File: config.mk
export PLATFORM = sky130hd
export DESIGN_NAME = pe_arr_ctrl
export DESIGN_NICKNAME = d
export VERILOG_FILES = /design/src/rtl/pe_arr_ctrl.sv
export SDC_FILE = /design/constraint.sdc
export NUM_CORES = 1
export LEC_CHECK = 0
export CORE_ASPECT_RATIO = 0.5
export CORE_MARGIN = 2
export CORE_UTILIZATION = 49
export DETAILED_ROUTE_END_ITERATION = 8
export MAX_ROUTING_LAYER = met4
export PLACE_DENSITY = 0.76
export SYNTH_ARGS = -nofsm -noshare
export SYNTH_HDL_FRONTEND = slang
export SYNTH_SLANG_ARGS = --single-unit
File: constraint.sdc
create_clock -name clk -period 4.3 [get_ports clk]
set_input_delay 0.86 -clock clk [delete_from_list [all_inputs] [get_ports clk]]
set_output_delay 0.86 -clock clk [all_outputs]
set_load 0.02 [all_outputs]
File: src/rtl/pe_arr_ctrl.sv
// Sequencer for a 3x3 stride-1 convolution pass over an IMG_W x IMG_H feature map.
// Optional cycle counter output perf_cycles is enabled by defining PE_CTRL_PERF_CNT_EN.
module pe_arr_ctrl #(
  parameter int IMG_W      = 8,
  parameter int IMG_H      = 8,
  parameter int ADDR_WIDTH = 12
) (
  input  logic                  clk,
  input  logic                  rst_n,
  input  logic                  start,
  input  logic                  abort,
  input  logic [ADDR_WIDTH-1:0] ifm_base,
  input  logic [ADDR_WIDTH-1:0] ofm_base,
  output logic                  ifm_rd_en,
  output logic [ADDR_WIDTH-1:0] ifm_rd_addr,
  output logic                  ready_load,
  input  logic                  ready_activation,
  output logic                  ofm_wr_en,
  output logic [ADDR_WIDTH-1:0] ofm_wr_addr,
  output logic                  busy,
  output logic                  done
`ifdef PE_CTRL_PERF_CNT_EN
  ,
  output logic [31:0]           perf_cycles
`endif
);

  localparam int RW = $clog2(IMG_H + 1);
  localparam int CW = $clog2(IMG_W + 1);
  localparam logic [RW-1:0] LAST_ROW = RW'(IMG_H - 3);
  localparam logic [CW-1:0] LAST_COL = CW'(IMG_W - 3);
  localparam logic [ADDR_WIDTH-1:0] IFM_STRIDE = ADDR_WIDTH'(IMG_W);
  localparam logic [ADDR_WIDTH-1:0] OFM_STRIDE = ADDR_WIDTH'(IMG_W - 2);

  typedef enum logic [2:0] {
    S_IDLE,
    S_FETCH,
    S_ISSUE,
    S_WAIT,
    S_WRITE,
    S_FIN
  } state_e;

  state_e                  state_q, state_d;
  logic [RW-1:0]           row_q, row_d;
  logic [CW-1:0]           col_q, col_d;
  logic [1:0]              rsel_q, rsel_d;
  logic [ADDR_WIDTH-1:0]   ifm_base_q, ifm_base_d;
  logic [ADDR_WIDTH-1:0]   ofm_base_q, ofm_base_d;
  logic [ADDR_WIDTH-1:0]   rd_addr_d, wr_addr_d;

  always_comb begin
    state_d    = state_q;
    row_d      = row_q;
    col_d      = col_q;
    rsel_d     = rsel_q;
    ifm_base_d = ifm_base_q;
    ofm_base_d = ofm_base_q;
    case (state_q)
      S_IDLE: begin
        if (start) begin
          ifm_base_d = ifm_base;
          ofm_base_d = ofm_base;
          row_d      = '0;
          col_d      = '0;
          rsel_d     = '0;
          state_d    = S_FETCH;
        end
      end
      S_FETCH: begin
        if (rsel_q == 2'd2) begin
          rsel_d  = '0;
          state_d = S_ISSUE;
        end else begin
          rsel_d = rsel_q + 2'd1;
        end
      end
      S_ISSUE: state_d = S_WAIT;
      S_WAIT: begin
        if (ready_activation) state_d = S_WRITE;
      end
      S_WRITE: begin
        if (row_q == LAST_ROW && col_q == LAST_COL) begin
          state_d = S_FIN;
        end else begin
          state_d = S_FETCH;
          if (col_q < LAST_COL) begin
            col_d = col_q + 1'b1;
          end else begin
            col_d = '0;
            row_d = row_q + 1'b1;
          end
        end
      end
      S_FIN:   state_d = S_IDLE;
      default: state_d = S_IDLE;
    endcase
    // Abort overrides every other transition, including a coincident result pulse.
    if (abort && state_q != S_IDLE) begin
      state_d = S_IDLE;
      row_d   = '0;
      col_d   = '0;
      rsel_d  = '0;
    end
  end

  // Addresses are built from next-state values so the registered outputs line up with the state.
  always_comb begin
    rd_addr_d = ifm_base_d + (ADDR_WIDTH'(row_d) + ADDR_WIDTH'(rsel_d)) * IFM_STRIDE
                + ADDR_WIDTH'(col_d);
    wr_addr_d = ofm_base_d + ADDR_WIDTH'(row_d) * OFM_STRIDE + ADDR_WIDTH'(col_d);
  end

  always_ff @(posedge clk or negedge rst_n) begin
    if (!rst_n) begin
      state_q    <= S_IDLE;
      row_q      <= '0;
      col_q      <= '0;
      rsel_q     <= '0;
      ifm_base_q <= '0;
      ofm_base_q <= '0;
    end else begin
      state_q    <= state_d;
      row_q      <= row_d;
      col_q      <= col_d;
      rsel_q     <= rsel_d;
      ifm_base_q <= ifm_base_d;
      ofm_base_q <= ofm_base_d;
    end
  end

  always_ff @(posedge clk or negedge rst_n) begin
    if (!rst_n) begin
      ifm_rd_en   <= 1'b0;
      ifm_rd_addr <= '0;
      ready_load  <= 1'b0;
      ofm_wr_en   <= 1'b0;
      ofm_wr_addr <= '0;
      busy        <= 1'b0;
      done        <= 1'b0;
    end else begin
      ifm_rd_en   <= (state_d == S_FETCH);
      ifm_rd_addr <= (state_d == S_FETCH) ? rd_addr_d : '0;
      ready_load  <= (state_d == S_ISSUE);
      ofm_wr_en   <= (state_d == S_WRITE);
      ofm_wr_addr <= (state_d == S_WRITE) ? wr_addr_d : '0;
      busy        <= (state_d != S_IDLE);
      done        <= (state_d == S_FIN);
    end
  end

`ifdef PE_CTRL_PERF_CNT_EN
  logic [31:0] perf_q;

  // Counts cycles with busy high, restarting on each accepted start and saturating at all-ones.
  always_ff @(posedge clk or negedge rst_n) begin
    if (!rst_n) begin
      perf_q <= '0;
    end else if (state_q == S_IDLE && start) begin
      perf_q <= '0;
    end else if (busy && perf_q != '1) begin
      perf_q <= perf_q + 32'd1;
    end
  end

  assign perf_cycles = perf_q;
`endif

endmodule

==> results of run 1 <==
==> timing repair <==
action,CTS,global route
resized for setup,0,37
endpoints found under the setup margin,0,11
setup buffers,0,3
==> kinds of logic after synthesis <==
group | share of synthesized area [%]
fa+ha+maj | 16.0
buf+inv | 4.57
flops | 42.5
xor+xnor | 3.60
simple gates | 13.7
compound gates | 12.1
mux | 7.62
==> cell usage in the layout (no fill, tap or decap), types with 3 or more instances in the layout <==
cell type                         synthesis  routed
sky130_fd_sc_hd__o21bai_1                 3       3
sky130_fd_sc_hd__xor2_1                  12      12
sky130_fd_sc_hd__o211ai_1                 5       5
sky130_fd_sc_hd__and2b_2                  3       3
sky130_fd_sc_hd__o21a_1                   7       6
sky130_fd_sc_hd__clkbuf_16                0       9
sky130_fd_sc_hd__nand2_1                 12      11
sky130_fd_sc_hd__a211oi_1                 7       5
sky130_fd_sc_hd__clkdlybuf4s50_1          0      56
sky130_fd_sc_hd__nand3_1                  4       4
sky130_fd_sc_hd__nor3_2                   1       4
sky130_fd_sc_hd__fa_1                     8       8
sky130_fd_sc_hd__a21o_1                   4       4
sky130_fd_sc_hd__xnor2_1                  4       4
sky130_fd_sc_hd__nor3_1                  17      13
sky130_fd_sc_hd__nor2_1                  34      31
sky130_fd_sc_hd__clkbuf_1                 1       3
sky130_fd_sc_hd__o21ai_0                 17      15
sky130_fd_sc_hd__dfrtp_1                 66      65
sky130_fd_sc_hd__mux2i_1                  6       5
sky130_fd_sc_hd__inv_1                   24      23
sky130_fd_sc_hd__ha_1                    37      33
sky130_fd_sc_hd__buf_4                    1      52
sky130_fd_sc_hd__a21oi_1                 16      16
sky130_fd_sc_hd__mux2_2                  21      21
==> critical path, cell delays in order <==
cell                              delay (ns)
sky130_fd_sc_hd__clkdlybuf4s50_1        0.48
sky130_fd_sc_hd__nor4b_4                0.28
sky130_fd_sc_hd__nor2_2                 0.10
sky130_fd_sc_hd__and2_4                 0.15
sky130_fd_sc_hd__buf_4                  0.15
sky130_fd_sc_hd__ha_1                   0.27
sky130_fd_sc_hd__a21oi_1                0.07
sky130_fd_sc_hd__nor4_2                 0.40
sky130_fd_sc_hd__xor2_1                 0.27
sky130_fd_sc_hd__ha_1                   0.31
sky130_fd_sc_hd__ha_4                   0.29
sky130_fd_sc_hd__buf_4                  0.10
sky130_fd_sc_hd__o211ai_1               0.08
sky130_fd_sc_hd__nand2_1                0.09
sky130_fd_sc_hd__a21oi_1                0.10
sky130_fd_sc_hd__nor4_1                 0.34
sky130_fd_sc_hd__nor3_2                 0.09
==> power by group <==
part	internal (mW)	total (mW)	switching (mW)	leakage (nW)
Clock	0.480	0.731	0.252	0.147
Sequential	0.810	0.876	0.0661	0.849
Combinational	0.705	1.45	0.740	1.51
==> worst paths after layout <==
path / startpoint / endpoint / slack, ns / cells past startpoint
worst max-delay path: start / ifm_rd_addr[10]$_DFF_PN0_ / 0.08 / 17
worst min-delay path: ifm_base_q[4]$_DFF_PN0_ / ifm_base_q[4]$_DFF_PN0_ / 0.51 / 1
worst max register to register: state_q[1]$_DFF_PN0_ / ifm_rd_addr[10]$_DFF_PN0_ / 0.10 / 18
worst min register to register: ifm_base_q[4]$_DFF_PN0_ / ifm_base_q[4]$_DFF_PN0_ / 0.51 / 1
max in group asynchronous: rst_n / state_q[1]$_DFF_PN0_ / 2.73 / 2
min in group asynchronous: rst_n / ofm_base_q[7]$_DFF_PN0_ / 0.64 / 1
==> area by class of cell <==
class / count / area (sq um) / area share (%)
clock buffer: 14 / 264 / 4.92
timing repair buffer: 110 / 976 / 18.2
inverter: 24 / 90.1 / 1.68
multi-input combinational: 257 / 2210 / 41.2
clock inverter: 2 / 35.0 / 0.653
tap: 108 / 135 / 2.52
sequential: 66 / 1650 / 30.8
==> flip-flops by register name, indices dropped and copies added, names as in the netlist <==
| name | cells |
|---|---|
| ifm_base_q | 12 |
| ifm_rd_addr | 12 |
| ofm_base_q | 12 |
| ofm_wr_addr | 12 |
| col_q | 4 |
| row_q | 4 |
| state_q | 3 |
| rsel_q | 2 |
| busy | 1 |
| done | 1 |
| ifm_rd_en | 1 |
| ofm_wr_en | 1 |
| ready_load | 1 |
==> metrics by stage <==
| step | utilization [%] | instances |
|---|---|---|
| 6_report | 71.3 | 581 |
| 3_3_place_gp | 65.0 | 562 |
| 5_1_grt | 71.3 | 581 |
| 3_5_place_dp | 65.0 | 562 |
| 2_1_floorplan | - | 358 |
| 4_1_cts | 69.0 | 578 |
==> per-layer routing <==
metal / vias to the layer above / global-route usage [%] / part of all wire [%]
met5: - / - / 0
met4: 0 / 7.53 / 1.3
met3: 14 / 6.02 / 3.8
met2: 43 / 37.8 / 48
met1: 1503 / 31.7 / 47
li1: 1476 / - / -
==> flow_results.xml, run 1 <==
<?xml version="1.0" encoding="UTF-8"?>
<metrics>
  <group name="routing">
    <metric name="wl_per_cell" unit="um">16.1</metric>
    <metric name="antenna_left" unit="">0</metric>
    <metric name="remaining_drc_errors" unit="">0</metric>
    <metric name="detailedRoute.firstIterationViolations" unit="">115</metric>
    <metric name="drtPass1Iterations" unit="">4</metric>
    <metric name="vias_per_cell" unit="">5.23</metric>
    <metric name="detailroute.via_count" unit="">3036</metric>
    <metric name="wl" unit="um">9350</metric>
  </group>
  <group name="sta">
    <metric name="worst_clock_skew" unit="ns">0.00515</metric>
    <metric name="timing.final.crit_period" unit="ns">4.22</metric>
    <metric name="timing.slew.headroom" unit="%">42.7</metric>
    <metric name="max_slew.worst_pin.slew" unit="ns">0.859</metric>
    <metric name="finalHoldViolCount" unit="">0</metric>
    <metric name="whs" unit="ns">0.505</metric>
    <metric name="final_report_max_slew_violation_count" unit="">0</metric>
    <metric name="setup_total_negative_slack" unit="ns">0</metric>
    <metric name="period_share" unit="%">98.2</metric>
    <metric name="rsz_0062_raised_after_global_routing" unit="">true</metric>
    <metric name="final_report_setup_violation_count" unit="">0</metric>
    <metric name="final_critical_path_setup_slack" unit="ns">0.0755</metric>
    <metric name="fmaxAchievable" unit="MHz">237</metric>
  </group>
  <group name="min_path">
    <metric name="worstHoldPathType" unit="">reg -&gt; reg</metric>
  </group>
  <group name="synthesis">
    <metric name="synth_enable_flop_cells" unit="">0</metric>
    <metric name="sequential_fraction_of_the_synthesis_area" unit="%">42.5</metric>
    <metric name="synth_area_per_cell" unit="sq um">10.9</metric>
    <metric name="postSynthCellCount" unit="">358</metric>
    <metric name="synth-main-ff-cell" unit="">sky130_fd_sc_hd__dfrtp_1</metric>
    <metric name="yosys.cell_count.top_type" unit="">sky130_fd_sc_hd__dfrtp_1</metric>
    <metric name="synthDominantCellAreaShare" unit="%">42.5</metric>
    <metric name="ys_top_cells_by_area" unit="">sky130_fd_sc_hd__dfrtp_1 42%, sky130_fd_sc_hd__ha_1 12%, sky130_fd_sc_hd__mux2_2 6.1%</metric>
    <metric name="postSynthNetCount" unit="">432</metric>
    <metric name="synth-async-reset-ratio" unit="%">100</metric>
    <metric name="ys_ff_latch" unit="">66</metric>
    <metric name="synthesis.area" unit="sq mm">0.00389</metric>
    <metric name="yosys_warnings" unit="">0</metric>
    <metric name="synth_common_cells" unit="">66 x sky130_fd_sc_hd__dfrtp_1, 37 x sky130_fd_sc_hd__ha_1, 34 x sky130_fd_sc_hd__nor2_1</metric>
    <metric name="ys_types" unit="">50</metric>
    <metric name="synthDominantAreaCellType" unit="">sky130_fd_sc_hd__dfrtp_1</metric>
  </group>
  <group name="grt">
    <metric name="grt_pass1_vias" unit="">3150</metric>
    <metric name="grt_antenna_before_repair" unit="">0</metric>
    <metric name="grtUsageTotal" unit="%">24.3</metric>
    <metric name="grt_remaining_overflow" unit="">0</metric>
    <metric name="pin_count_of_the_biggest_net_entering_global_routing" unit="">39</metric>
    <metric name="first_pass_grt_wire_length" unit="um">15300</metric>
  </group>
  <group name="clock_network">
    <metric name="ctsRootBufferMaster" unit="">sky130_fd_sc_hd__clkbuf_16</metric>
    <metric name="postCtsHoldBufs" unit="">0</metric>
    <metric name="insertion_delay" unit="ns">0.33</metric>
    <metric name="htreeDepth" unit="">3</metric>
    <metric name="clock_path_buffers" unit="">2</metric>
    <metric name="cts.clk_slew.worst_paths" unit="ns">0.05</metric>
    <metric name="tritoncts_num_sinks" unit="">66</metric>
    <metric name="cts_tree" unit="">built</metric>
    <metric name="cts_inserted_buffers" unit="">9</metric>
  </group>
  <group name="placed_design">
    <metric name="routabilityCongestion" unit="">0.915</metric>
    <metric name="placement.setup.worst_slack" unit="ns">-0.284</metric>
    <metric name="placedInstanceArea" unit="sq mm">0.00488</metric>
    <metric name="detailed_place_hpwl" unit="um">6740</metric>
    <metric name="portBuffers" unit="">57</metric>
  </group>
  <group name="power">
    <metric name="ir_drop" unit="mV">0.310</metric>
    <metric name="power_leakage" unit="nW">2.51</metric>
    <metric name="total_power_density_per_cell_area" unit="mW/mm^2">569</metric>
    <metric name="total_power" unit="mW">3.05</metric>
  </group>
  <group name="floorplan">
    <metric name="vertical_die_dimension" unit="um">67.0</metric>
    <metric name="die_w" unit="um">130</metric>
    <metric name="placeable_core_area" unit="sq mm">0.00751</metric>
    <metric name="ioPinCount" unit="">58</metric>
    <metric name="die-area" unit="sq mm">0.00871</metric>
    <metric name="initial_core_util" unit="%">51.8</metric>
    <metric name="rows" unit="">22</metric>
  </group>
  <group name="final_layout">
    <metric name="antenna_cells_inserted" unit="">0</metric>
    <metric name="area_growth_syn_to_layout" unit="%">37.8</metric>
    <metric name="final_layout_size_suffix_gt1_share" unit="%">27.7</metric>
    <metric name="nFillCells" unit="">543</metric>
    <metric name="postLayoutCellArea" unit="sq mm">0.00536</metric>
    <metric name="final_net_count" unit="">542</metric>
  </group>
  <group name="status">
    <metric name="outcome" unit="">finished, final reports clean</metric>
  </group>
  <group name="worst_setup_path">
    <metric name="worstPathMaxFanout" unit="">4</metric>
    <metric name="criticalPathCategory" unit="">in -&gt; reg</metric>
    <metric name="critPathLaunchType" unit="">primary input</metric>
    <metric name="worstPathArrival" unit="ns">4.42</metric>
    <metric name="worst_ep_required_time" unit="ns">4.50</metric>
    <metric name="critical_path.endpoint_type" unit="">flop</metric>
  </group>
  <group name="flow_run">
    <metric name="max_cap_violations" unit="">0</metric>
  </group>
</metrics>
Note: power is estimated with default switching activity, not from simulation.
==> run 2: changes to the inputs <==
Settings changed: CORE_MARGIN 2 to default, PLACE_DENSITY 0.76 to 0.73.
==> run 2 against run 1 <==
Effect of this change: total power shrank 5.8%; largest power group unchanged; sequential power down 1%; die area decreased by 4.5%; sequential share of layout area up 0.50 points; critical endpoint is now ofm_wr_addr[7]$_DFF_PN0_; highest routed layer unchanged; utilization fell by 1.2 points; global-route usage is 0.26 points higher; combinational power is 6% lower; largest cell class unchanged; sequential cell count did not move.
==> flow_results.xml, run 2 (synthesis gave the netlist of run 1 again) <==
<?xml version="1.0" encoding="UTF-8"?>
<metrics>
  <group name="worst_setup_path">
    <metric name="critical-path-top-cell-by-count" unit="">sky130_fd_sc_hd__o21a_1</metric>
    <metric name="worstPathMaxFanout" unit="">4</metric>
    <metric name="criticalPathCategory" unit="">in -&gt; reg</metric>
    <metric name="worstPathArrival" unit="ns">4.39</metric>
    <metric name="slowest_delay" unit="ns">0.55</metric>
    <metric name="critPathSlowestCell" unit="">sky130_fd_sc_hd__fa_1</metric>
    <metric name="critical_path.endpoint_type" unit="">flop</metric>
    <metric name="crit_path_cell_trace" unit="">clkdlybuf4s50_1 -&gt; o21a_1 -&gt; or2_4 -&gt; nor2_4 -&gt; ha_4 -&gt; inv_1 -&gt; fa_1 -&gt; inv_1 -&gt; fa_1 -&gt; ha_4 -&gt; nor2b_1 -&gt; o31a_1 -&gt; o21a_1 -&gt; o21a_1 -&gt; nor3_2</metric>
    <metric name="critical_path.top_delay_family" unit="">adder cells</metric>
    <metric name="worst_ep_required_time" unit="ns">4.54</metric>
    <metric name="critical_path.n_buffers_inverters" unit="">3</metric>
    <metric name="critPathLaunchType" unit="">primary input</metric>
  </group>
  <group name="sta">
    <metric name="period_share" unit="%">96.6</metric>
    <metric name="finalHoldViolCount" unit="">0</metric>
    <metric name="max_slew.worst_pin.slew" unit="ns">0.877</metric>
    <metric name="setup_total_negative_slack" unit="ns">0</metric>
    <metric name="fmaxAchievable" unit="MHz">241</metric>
    <metric name="timing.slew.headroom" unit="%">41.6</metric>
    <metric name="final_report_setup_violation_count" unit="">0</metric>
    <metric name="final_report_max_slew_violation_count" unit="">0</metric>
    <metric name="timing.final.crit_period" unit="ns">4.15</metric>
    <metric name="rsz_0062_raised_after_global_routing" unit="">false</metric>
    <metric name="worst_clock_skew" unit="ns">0.00501</metric>
  </group>
  <group name="power">
    <metric name="p_switching" unit="mW">1.01</metric>
    <metric name="ir_drop" unit="mV">0.319</metric>
    <metric name="power_leakage" unit="nW">2.48</metric>
    <metric name="power_report.internal_total" unit="mW">1.86</metric>
    <metric name="power.share.switching" unit="%">35.2</metric>
    <metric name="total_power" unit="mW">2.88</metric>
    <metric name="sequentialPowerShare" unit="%">30.1</metric>
    <metric name="power_frac_comb" unit="%">47.5</metric>
    <metric name="power.share.clock" unit="%">22.4</metric>
    <metric name="total_power_density_per_cell_area" unit="mW/mm^2">545</metric>
  </group>
  <group name="routing">
    <metric name="wl" unit="um">8990</metric>
    <metric name="detailroute.via_count" unit="">3019</metric>
    <metric name="detailedRoute.firstIterationViolations" unit="">108</metric>
    <metric name="antenna_left" unit="">0</metric>
    <metric name="vias_per_cell" unit="">5.22</metric>
    <metric name="drtPass1Iterations" unit="">4</metric>
    <metric name="wl_per_cell" unit="um">15.5</metric>
    <metric name="remaining_drc_errors" unit="">0</metric>
  </group>
  <group name="final_layout">
    <metric name="stdcell_count" unit="">578</metric>
    <metric name="layout.cells.most_common_list" unit="">66 x sky130_fd_sc_hd__dfrtp_1, 55 x sky130_fd_sc_hd__clkdlybuf4s50_1, 52 x sky130_fd_sc_hd__buf_4</metric>
    <metric name="utilization" unit="%">70.2</metric>
    <metric name="postLayoutCellArea" unit="sq mm">0.00527</metric>
    <metric name="layout_commonest_cell" unit="">sky130_fd_sc_hd__dfrtp_1</metric>
    <metric name="area_growth_syn_to_layout" unit="%">35.5</metric>
    <metric name="sequential_area" unit="sq mm">0.00165</metric>
    <metric name="multi_input_area" unit="sq mm">0.00218</metric>
    <metric name="nFillCells" unit="">538</metric>
    <metric name="final_net_count" unit="">541</metric>
    <metric name="final_layout_size_suffix_gt1_share" unit="%">24.9</metric>
    <metric name="antenna_cells_inserted" unit="">0</metric>
  </group>
  <group name="placed_design">
    <metric name="portBuffers" unit="">57</metric>
    <metric name="dpl.cell_count" unit="">560</metric>
    <metric name="routabilityCongestion" unit="">0.909</metric>
    <metric name="placedInstanceArea" unit="sq mm">0.00487</metric>
    <metric name="detailed_place_hpwl" unit="um">6690</metric>
  </group>
  <group name="clock_network">
    <metric name="htreeDepth" unit="">3</metric>
    <metric name="cts_inserted_buffers" unit="">9</metric>
    <metric name="cts_tree" unit="">built</metric>
    <metric name="postCtsHoldBufs" unit="">0</metric>
    <metric name="ctsRootBufferMaster" unit="">sky130_fd_sc_hd__clkbuf_16</metric>
    <metric name="insertion_delay" unit="ns">0.33</metric>
    <metric name="tritoncts_num_sinks" unit="">66</metric>
    <metric name="cts.clk_slew.worst_paths" unit="ns">0.05</metric>
    <metric name="clock_path_buffers" unit="">2</metric>
  </group>
  <group name="grt">
    <metric name="grt_pass1_vias" unit="">3108</metric>
    <metric name="pin_count_of_the_biggest_net_entering_global_routing" unit="">39</metric>
    <metric name="first_pass_grt_wire_length" unit="um">15000</metric>
    <metric name="grt_antenna_before_repair" unit="">0</metric>
    <metric name="grtUsageTotal" unit="%">24.6</metric>
    <metric name="grt_remaining_overflow" unit="">0</metric>
  </group>
  <group name="status">
    <metric name="outcome" unit="">finished, final reports clean</metric>
  </group>
  <group name="floorplan">
    <metric name="ioPinCount" unit="">58</metric>
    <metric name="rows" unit="">22</metric>
    <metric name="die-area" unit="sq mm">0.00832</metric>
    <metric name="initial_core_util" unit="%">51.8</metric>
    <metric name="die_w" unit="um">128</metric>
    <metric name="placeable_core_area" unit="sq mm">0.00751</metric>
    <metric name="vertical_die_dimension" unit="um">65.0</metric>
  </group>
  <group name="min_path">
    <metric name="worstHoldPathType" unit="">reg -&gt; reg</metric>
  </group>
  <group name="flow_run">
    <metric name="max_cap_violations" unit="">0</metric>
  </group>
</metrics>
run 2: cell count changes in the layout (fill, tap and decap cells not counted), moves of 2 or more:
cell	previous run	this run
sky130_fd_sc_hd__ha_1	33	35
sky130_fd_sc_hd__ha_2	2	0
sky130_fd_sc_hd__nor2_2	2	0
sky130_fd_sc_hd__nor2_1	31	33
run 2: path summary, 6_finish.rpt:
check,slack [ns],cells after the start,endpoint,start
setup / recovery,0.15,15,ofm_wr_addr[7]$_DFF_PN0_,abort
hold / removal,0.50,1,ifm_base_q[7]$_DFF_PN0_,ifm_base_q[7]$_DFF_PN0_
setup reg to reg,0.17,18,ofm_wr_addr[7]$_DFF_PN0_,col_q[0]$_DFF_PN0_
hold reg to reg,0.50,1,ifm_base_q[7]$_DFF_PN0_,ifm_base_q[7]$_DFF_PN0_
max in group asynchronous,2.74,2,rsel_q[0]$_DFF_PN0_,rst_n
min in group asynchronous,0.65,1,ofm_wr_addr[8]$_DFF_PN0_,rst_n
run 2: power groups by stage:
stage | combinational [mW] | clock [mW] | sequential (mW)
2_1_floorplan | 0.818 | 0 | 0.932
3_3_place_gp | 1.27 | 0 | 0.865
3_5_place_dp | 1.31 | 0 | 0.875
4_1_cts | 1.34 | 0.649 | 0.867
5_1_grt | 1.50 | 0.681 | 0.884
6_report | 1.37 | 0.644 | 0.866
run 2: layout make-up:
cell class                 count  share of cell area [%]
sequential                    66                    31.3
tap                          108                    2.56
clock buffer                  14                    4.82
timing repair buffer         109                    18.2
inverter                      24                    1.71
multi-input combinational    257                    41.4
run 2: worst register-to-register path: stages, from the launching register on:
cell	delay, ns
sky130_fd_sc_hd__dfrtp_1	0.39
sky130_fd_sc_hd__buf_4	0.14
sky130_fd_sc_hd__ha_1	0.18
sky130_fd_sc_hd__and2_4	0.15
sky130_fd_sc_hd__a21oi_4	0.18
sky130_fd_sc_hd__nand2_4	0.09
sky130_fd_sc_hd__mux2i_4	0.18
sky130_fd_sc_hd__and2_4	0.19
sky130_fd_sc_hd__ha_4	0.14
sky130_fd_sc_hd__inv_1	0.05
sky130_fd_sc_hd__fa_1	0.48
sky130_fd_sc_hd__inv_1	0.07
sky130_fd_sc_hd__fa_1	0.55
sky130_fd_sc_hd__ha_4	0.22
sky130_fd_sc_hd__nor2b_1	0.14
sky130_fd_sc_hd__o31a_1	0.35
sky130_fd_sc_hd__o21a_1	0.22
sky130_fd_sc_hd__o21a_1	0.18
sky130_fd_sc_hd__nor3_2	0.15
run 2: through the flow:
stage / hold slack (ns) / worst slack [ns]
floorplan: 0.474 / 0.0676
global placement: 0.484 / -0.146
detailed placement: 0.491 / -0.339
CTS: 0.506 / 0.0491
global route: 0.519 / 0.00692
finish: 0.503 / 0.146
run 2: repair_timing:
item                                    in CTS  in global routing
endpoints found under the setup margin       3                  9
endpoints found under the hold margin        0                  0
setup buffers                                0                  4
gates resized for setup                      6                 20
pin swaps                                    1                 10
run 2: metal layers:
layer  up-vias  part of all wire, %  wire, um  track usage, %
met1      1485                   48      4360            32.6
met4         0                  1.1        99            6.32
met2        49                   46      4170            38.1
li1       1472                    -         -               -
met3        13                  4.0       361            5.78
met5         -                    0         0               -
